## config.mk

```make
export PLATFORM = sky130hd
export DESIGN_NAME = ssd_driver
export DESIGN_NICKNAME = d
export VERILOG_FILES = /design/src/rtl/ssd_driver.sv
export SDC_FILE = /design/constraint.sdc
export NUM_CORES = 1
export LEC_CHECK = 0
export CORE_MARGIN = 2
export CORE_UTILIZATION = 30
export CTS_CLUSTER_DIAMETER = 200
export DETAILED_ROUTE_END_ITERATION = 10
export GPL_TIMING_DRIVEN = 0
export PLACE_DENSITY_LB_ADDON = 0.25
export SYNTH_ARGS = -nofsm -noshare
export SYNTH_HDL_FRONTEND = slang
export SYNTH_SLANG_ARGS = --single-unit
```

## constraint.sdc

```tcl
create_clock -name clk -period 5.3 [get_ports clk]
set_clock_uncertainty 0.15 [all_clocks]
set_input_delay 0.53 -clock clk [delete_from_list [all_inputs] [get_ports clk]]
set_output_delay 0.53 -clock clk [all_outputs]
set_load 0.03 [all_outputs]
```

## src/rtl/ssd_driver.sv

```systemverilog
// Four-digit seven-segment driver: converts a signed 8-bit magnitude to BCD by sequential
// double-dabble and multiplexes units/tens/hundreds/sign onto a common-anode display.
module ssd_driver #(
    parameter int unsigned REFRESH_DIV = 100000
) (
    input  logic       clk,
    input  logic       rst,
    input  logic       load,
    input  logic [7:0] sum,
    input  logic       neg,
    output logic       busy,
    output logic [3:0] an,
    output logic [6:0] seg,
    output logic       dp
);

    localparam int unsigned PW = $clog2(REFRESH_DIV);
    localparam logic [PW-1:0] PRE_MAX = PW'(REFRESH_DIV - 1);

    typedef enum logic [1:0] {StIdle, StShift, StCommit} state_t;

    state_t      r_state, w_state_next;
    logic [7:0]  r_sr, w_sr_next;
    logic [11:0] r_bcd, w_bcd_next, w_adj;
    logic [2:0]  r_cnt, w_cnt_next;
    logic        r_cap_neg, w_cap_neg_next;
    logic        w_commit;

    logic [3:0]  r_hund, r_tens, r_units;
    logic        r_disp_neg;

    logic [PW-1:0] r_pre;
    logic [1:0]    r_idx;
    logic [3:0]    r_an, w_an_next;
    logic [6:0]    r_seg, w_seg_next;
    logic          w_nonzero;

    function automatic logic [6:0] seg_code(input logic [3:0] d);
        logic [6:0] c;
        case (d)
            4'd0:    c = 7'h40;
            4'd1:    c = 7'h79;
            4'd2:    c = 7'h24;
            4'd3:    c = 7'h30;
            4'd4:    c = 7'h19;
            4'd5:    c = 7'h12;
            4'd6:    c = 7'h02;
            4'd7:    c = 7'h78;
            4'd8:    c = 7'h00;
            4'd9:    c = 7'h10;
            default: c = 7'h7F;
        endcase
        return c;
    endfunction

    // Add-3 correction on every BCD nibble before the shift
    always_comb begin
        w_adj = r_bcd;
        for (int i = 0; i < 3; i++) begin
            if (r_bcd[4*i +: 4] >= 4'd5) begin
                w_adj[4*i +: 4] = r_bcd[4*i +: 4] + 4'd3;
            end
        end
    end

    always_comb begin
        w_state_next   = r_state;
        w_sr_next      = r_sr;
        w_bcd_next     = r_bcd;
        w_cnt_next     = r_cnt;
        w_cap_neg_next = r_cap_neg;
        w_commit       = 1'b0;
        case (r_state)
            StIdle: begin
                if (load) begin
                    w_sr_next      = sum;
                    w_cap_neg_next = neg;
                    w_bcd_next     = '0;
                    w_cnt_next     = '0;
                    w_state_next   = StShift;
                end
            end
            StShift: begin
                w_bcd_next = {w_adj[10:0], r_sr[7]};
                w_sr_next  = {r_sr[6:0], 1'b0};
                w_cnt_next = r_cnt + 3'd1;
                if (r_cnt == 3'd7) begin
                    w_state_next = StCommit;
                end
            end
            StCommit: begin
                w_commit     = 1'b1;
                w_state_next = StIdle;
            end
            default: w_state_next = StIdle;
        endcase
    end

    always_ff @(posedge clk or posedge rst) begin
        if (rst) begin
            r_state   <= StIdle;
            r_sr      <= '0;
            r_bcd     <= '0;
            r_cnt     <= '0;
            r_cap_neg <= 1'b0;
        end else begin
            r_state   <= w_state_next;
            r_sr      <= w_sr_next;
            r_bcd     <= w_bcd_next;
            r_cnt     <= w_cnt_next;
            r_cap_neg <= w_cap_neg_next;
        end
    end

    always_ff @(posedge clk or posedge rst) begin
        if (rst) begin
            r_hund     <= '0;
            r_tens     <= '0;
            r_units    <= '0;
            r_disp_neg <= 1'b0;
        end else if (w_commit) begin
            r_hund     <= r_bcd[11:8];
            r_tens     <= r_bcd[7:4];
            r_units    <= r_bcd[3:0];
            r_disp_neg <= r_cap_neg;
        end
    end

    // r_idx names the digit that the next prescaler wrap will light
    always_comb begin
        w_nonzero  = (r_hund != 4'd0) || (r_tens != 4'd0) || (r_units != 4'd0);
        w_an_next  = ~(4'b0001 << r_idx);
        w_seg_next = 7'h7F;
        case (r_idx)
            2'd0: w_seg_next = seg_code(r_units);
            2'd1: if (r_hund != 4'd0 || r_tens != 4'd0) w_seg_next = seg_code(r_tens);
            2'd2: if (r_hund != 4'd0) w_seg_next = seg_code(r_hund);
            2'd3: if (r_disp_neg && w_nonzero) w_seg_next = 7'h3F;
            default: w_seg_next = 7'h7F;
        endcase
    end

    always_ff @(posedge clk or posedge rst) begin
        if (rst) begin
            r_pre <= '0;
            r_idx <= '0;
            r_an  <= 4'hF;
            r_seg <= 7'h7F;
        end else if (r_pre == PRE_MAX) begin
            r_pre <= '0;
            r_idx <= r_idx + 2'd1;
            r_an  <= w_an_next;
            r_seg <= w_seg_next;
        end else begin
            r_pre <= r_pre + 1'b1;
        end
    end

    assign busy = (r_state != StIdle);
    assign an   = r_an;
    assign seg  = r_seg;
    assign dp   = 1'b1;

endmodule
```

==> metrics.md <==
| Metric | Value |
|---|---|
| Final instance area | `0.00480 mm²` |
| Crit share post-route | `47.6%` |
| Largest stage delay, worst path | `0.67 ns` |
| EDFF count, synth | `0` |
| Vias in the first global route | `3,044` |
| Cell taking the most area after synthesis | `dfrtp_1` |
| FMAX | `0.396 GHz` |
| Num ports | `25` |
| Diodes inserted | `0` |
| NetSw | `0.000719 W` |
| Fin util | `36.1%` |
| Worst path bufs/invs | `3` |
| Post-synthesis xor/xnor area fraction | `4.50%` |
| Synth Net Count | `453` |
| Largest family of logic cells by synthesized area | `simple AND/OR/NAND/NOR gates` |
| WP data arrival | `1.84 ns` |
| DR iter-0 viols | `129` |
| Synth Area in Adders | `8.57%` |
| Setup Buffers After CTS | `0` |
| H-tree depth | `3` |
| Gpl congestion | `0.777` |
| LEAKAGE | `2.03 nW` |
| Worst VDD drop | `0.144 mV` |
| Mapped Area | `0.00409 mm²` |
| Final hold violations | `0` |
| Proportion of layout cells with a drive suffix above 1 | `13.6%` |
| Most frequent cells after synthesis | `dfrtp_1, nand2_1, ha_1` |
| DR vias | `3,081` |
| Initial Utilization | `30.7%` |
| Power Density | `416 mW/mm²` |
| Most frequent cell after synthesis | `dfrtp_1` |
| Area contributors post-synth | `dfrtp_1, ha_1, dfstp_2` |
| Sequential share of power | `37.0%` |
| Routed length per placed instance | `13.9 µm` |
| Delay-heaviest family, CP | `buffers and inverters` |
| Post-DR vias/cell | `4.92` |
| Total power | `0.00199 W` |
| Post-CTS Hold Buffers | `0` |
| Full die area | `0.0146 mm²` |
| Clock Tree Buf Depth | `2` |
| Crit path kind | `register to output pin` |
| Row cnt | `42` |
| Min-delay worst type | `register to register` |
| IO Port Bufs | `22` |
| Clk root buf | `clkbuf_16` |
| Post-synth cell types | `67` |
| Synth Register Bits | `69` |
| YS warnings | `0` |
| Drt drc | `0` |
| Post-DRT Antenna Nets | `0` |
| Area share of the leading cell type in the synthesized netlist | `35.5%` |
| Min Tclk post-route | `2.52 ns` |
| CTS tree | `done` |
| Run status | `completed` |
| GRT overflow | `0` |
| Die Height | `121 µm` |
| Core ar. | `0.0133 mm²` |
| CTS Sinks | `69` |
| Final setup vio count | `0` |
| Clk_lat worst skew | `0.33 ns` |
| DP HPWL | `6190 µm` |
| Clock transition at path regs | `0.06 ns` |
| Hold WS | `0.334 ns` |
| Layout Nets | `486` |
| Unrepaired setup endpoints after global routing | `false` |
| R2R setup slack | `3.13 ns` |
| Synth Flop Type | `dfrtp_1` |
| Worst EP required | `4.62 ns` |
| Detailed Routing Iterations Pass 1 | `4` |
| Worst-path cell chain | `clkbuf_1, nor2_1, inv_1, clkdlybuf4s50_1` |
| Sw Share | `36.0%` |
| Worst Max-Slew Pin Slew | `0.864 ns` |
| Layout area overhead | `17.4%` |
| CP startpoint kind | `register` |
| Critical Path Slowest Stage Cell | `clkdlybuf4s50_1` |
| Syn avg cell area | `9.89 µm²` |
| Mapped Cells | `413` |
| GR Util All Layers | `12.9%` |
| Initial antenna violation count | `0` |
| Post-synthesis compound-gate area fraction | `16.4%` |
| Comb power frac | `36.0%` |
| Internal | `0.00128 W` |
| Max-slew violation count | `0` |
| Die Wd | `121 µm` |
| Ys async rst share | `100%` |
| CP max FO | `10` |
| Max cap viols | `0` |
| First-pass GRT wire length | `15,100 µm` |
| Clock Power Share | `27.0%` |
| Post-CTS resize count | `0` |
| Slew Limit Headroom | `42.4%` |
| CP Capture Type | `output pin` |
| Largest net degree at the start of global routing | `70` |
| Share of the yosys chip area belonging to registers | `42.6%` |
| Placed Area | `0.00453 mm²` |
| Setup TNS | `0 ns` |
| Total Routed Length | `8680 µm` |
| Mux cell area share after synthesis | `4.29%` |
| Simple-gate share of the synthesized area | `18.5%` |
| CTS Buf Count | `9` |
==> cell families (layout without fill, tap and decap cells) <==
| logic type | Yosys count | count (layout) |
|---|---|---|
| flip-flops | 69 | 69 |
| buffers and inverters | 48 | 85 |
| AND/OR/NAND/NOR | 129 | 129 |
| adder cells (fa/ha/maj) | 28 | 28 |
| multiplexers | 16 | 16 |
| AO/OA/AOI/OAI | 101 | 101 |
| other | 1 | 1 |
| XOR/XNOR | 21 | 21 |
==> worst reg2reg max path: cells and delay by family (launching register included) <==
family	cells	cell delay, ns
buffers and inverters	2	0.31
AND/OR/NAND/NOR	1	0.41
AO/OA/AOI/OAI	3	0.54
flip-flops	1	0.49
adder cells (fa/ha/maj)	1	0.19
==> final timing paths <==
path / cells past startpoint / end / start
setup / recovery: 4 / busy / r_state[0]
hold / removal: 2 / r_sr[7] / r_sr[7]
setup reg to reg: 7 / seg[4] / r_hund[1]
hold reg to reg: 2 / r_sr[7] / r_sr[7]
max in group asynchronous: 2 / r_units[0] / rst
min in group asynchronous: 2 / r_sr[0] / rst
==> power groups by stage <==
stage | Clock, W | Combinational (W) | Sequential (W)
2_1_floorplan | 0 | 0.000563 | 0.000716
3_3_place_gp | 0 | 0.000693 | 0.000740
3_5_place_dp | 0 | 0.000717 | 0.000746
4_1_cts | 0.000558 | 0.000721 | 0.000737
5_1_grt | 0.000578 | 0.000811 | 0.000753
6_report | 0.000539 | 0.000718 | 0.000737
==> cells in the final DEF (no fill, tap or decap), drive strengths merged, types with 4 or more instances in the layout <==
cell type / instances
clkdlybuf4s50: 22
nor3: 8
o22ai: 4
nand4: 4
o21ai: 40
and3b: 6
nand2b: 10
a21oi: 14
buf: 10
a211oi: 5
nand2: 34
xor2: 7
nand3: 12
dfrtp: 58
dfstp: 11
mux2i: 4
o31ai: 6
nor2b: 8
nor2: 18
mux2: 12
xnor2: 14
ha: 28
clkbuf: 25
a22o: 8
inv: 24
o211ai: 4
==> per-layer routing <==
metal  routed length (µm)  track usage (%)  vias to the layer above
li1                     -                -                     1532
met1                 4360             17.9                     1496
met2                 3960             20.2                       45
met3                  267             3.11                        8
met4                   94             3.27                        0
met5                    0                0                        -
==> sequential cells by signal, indices dropped and copies added (netlist names) <==
register and flops:
an 4, r_tens 4, seg 7, r_sr 8
r_disp_neg 1, r_cnt 3, r_cap_neg 1, r_hund 4
r_pre 17, r_units 4, r_idx 2, r_state 2
r_bcd 12
==> per-stage QoR <==
stage | cells | setup WS [ns]
after floorplan | 413 | 2.90
after global placement | 611 | 1.61
after detailed placement | 611 | 3.13
after CTS | 626 | 2.75
after global routing | 626 | 2.66
final | 626 | 2.78
==> final cells by class <==
cell class | instances | area, µm²
Inverter | 24 | 92.6
Fill cell | 1356 | 8500
Clock inverter | 4 | 25.0
Buffer | 24 | 120
Clock buffer | 11 | 243
Sequential cell | 69 | 1740
Multi-Input combinational cell | 296 | 2140
Timing Repair Buffer | 22 | 220
Tap cell | 176 | 220
Note: power is estimated with default switching activity, not from simulation.
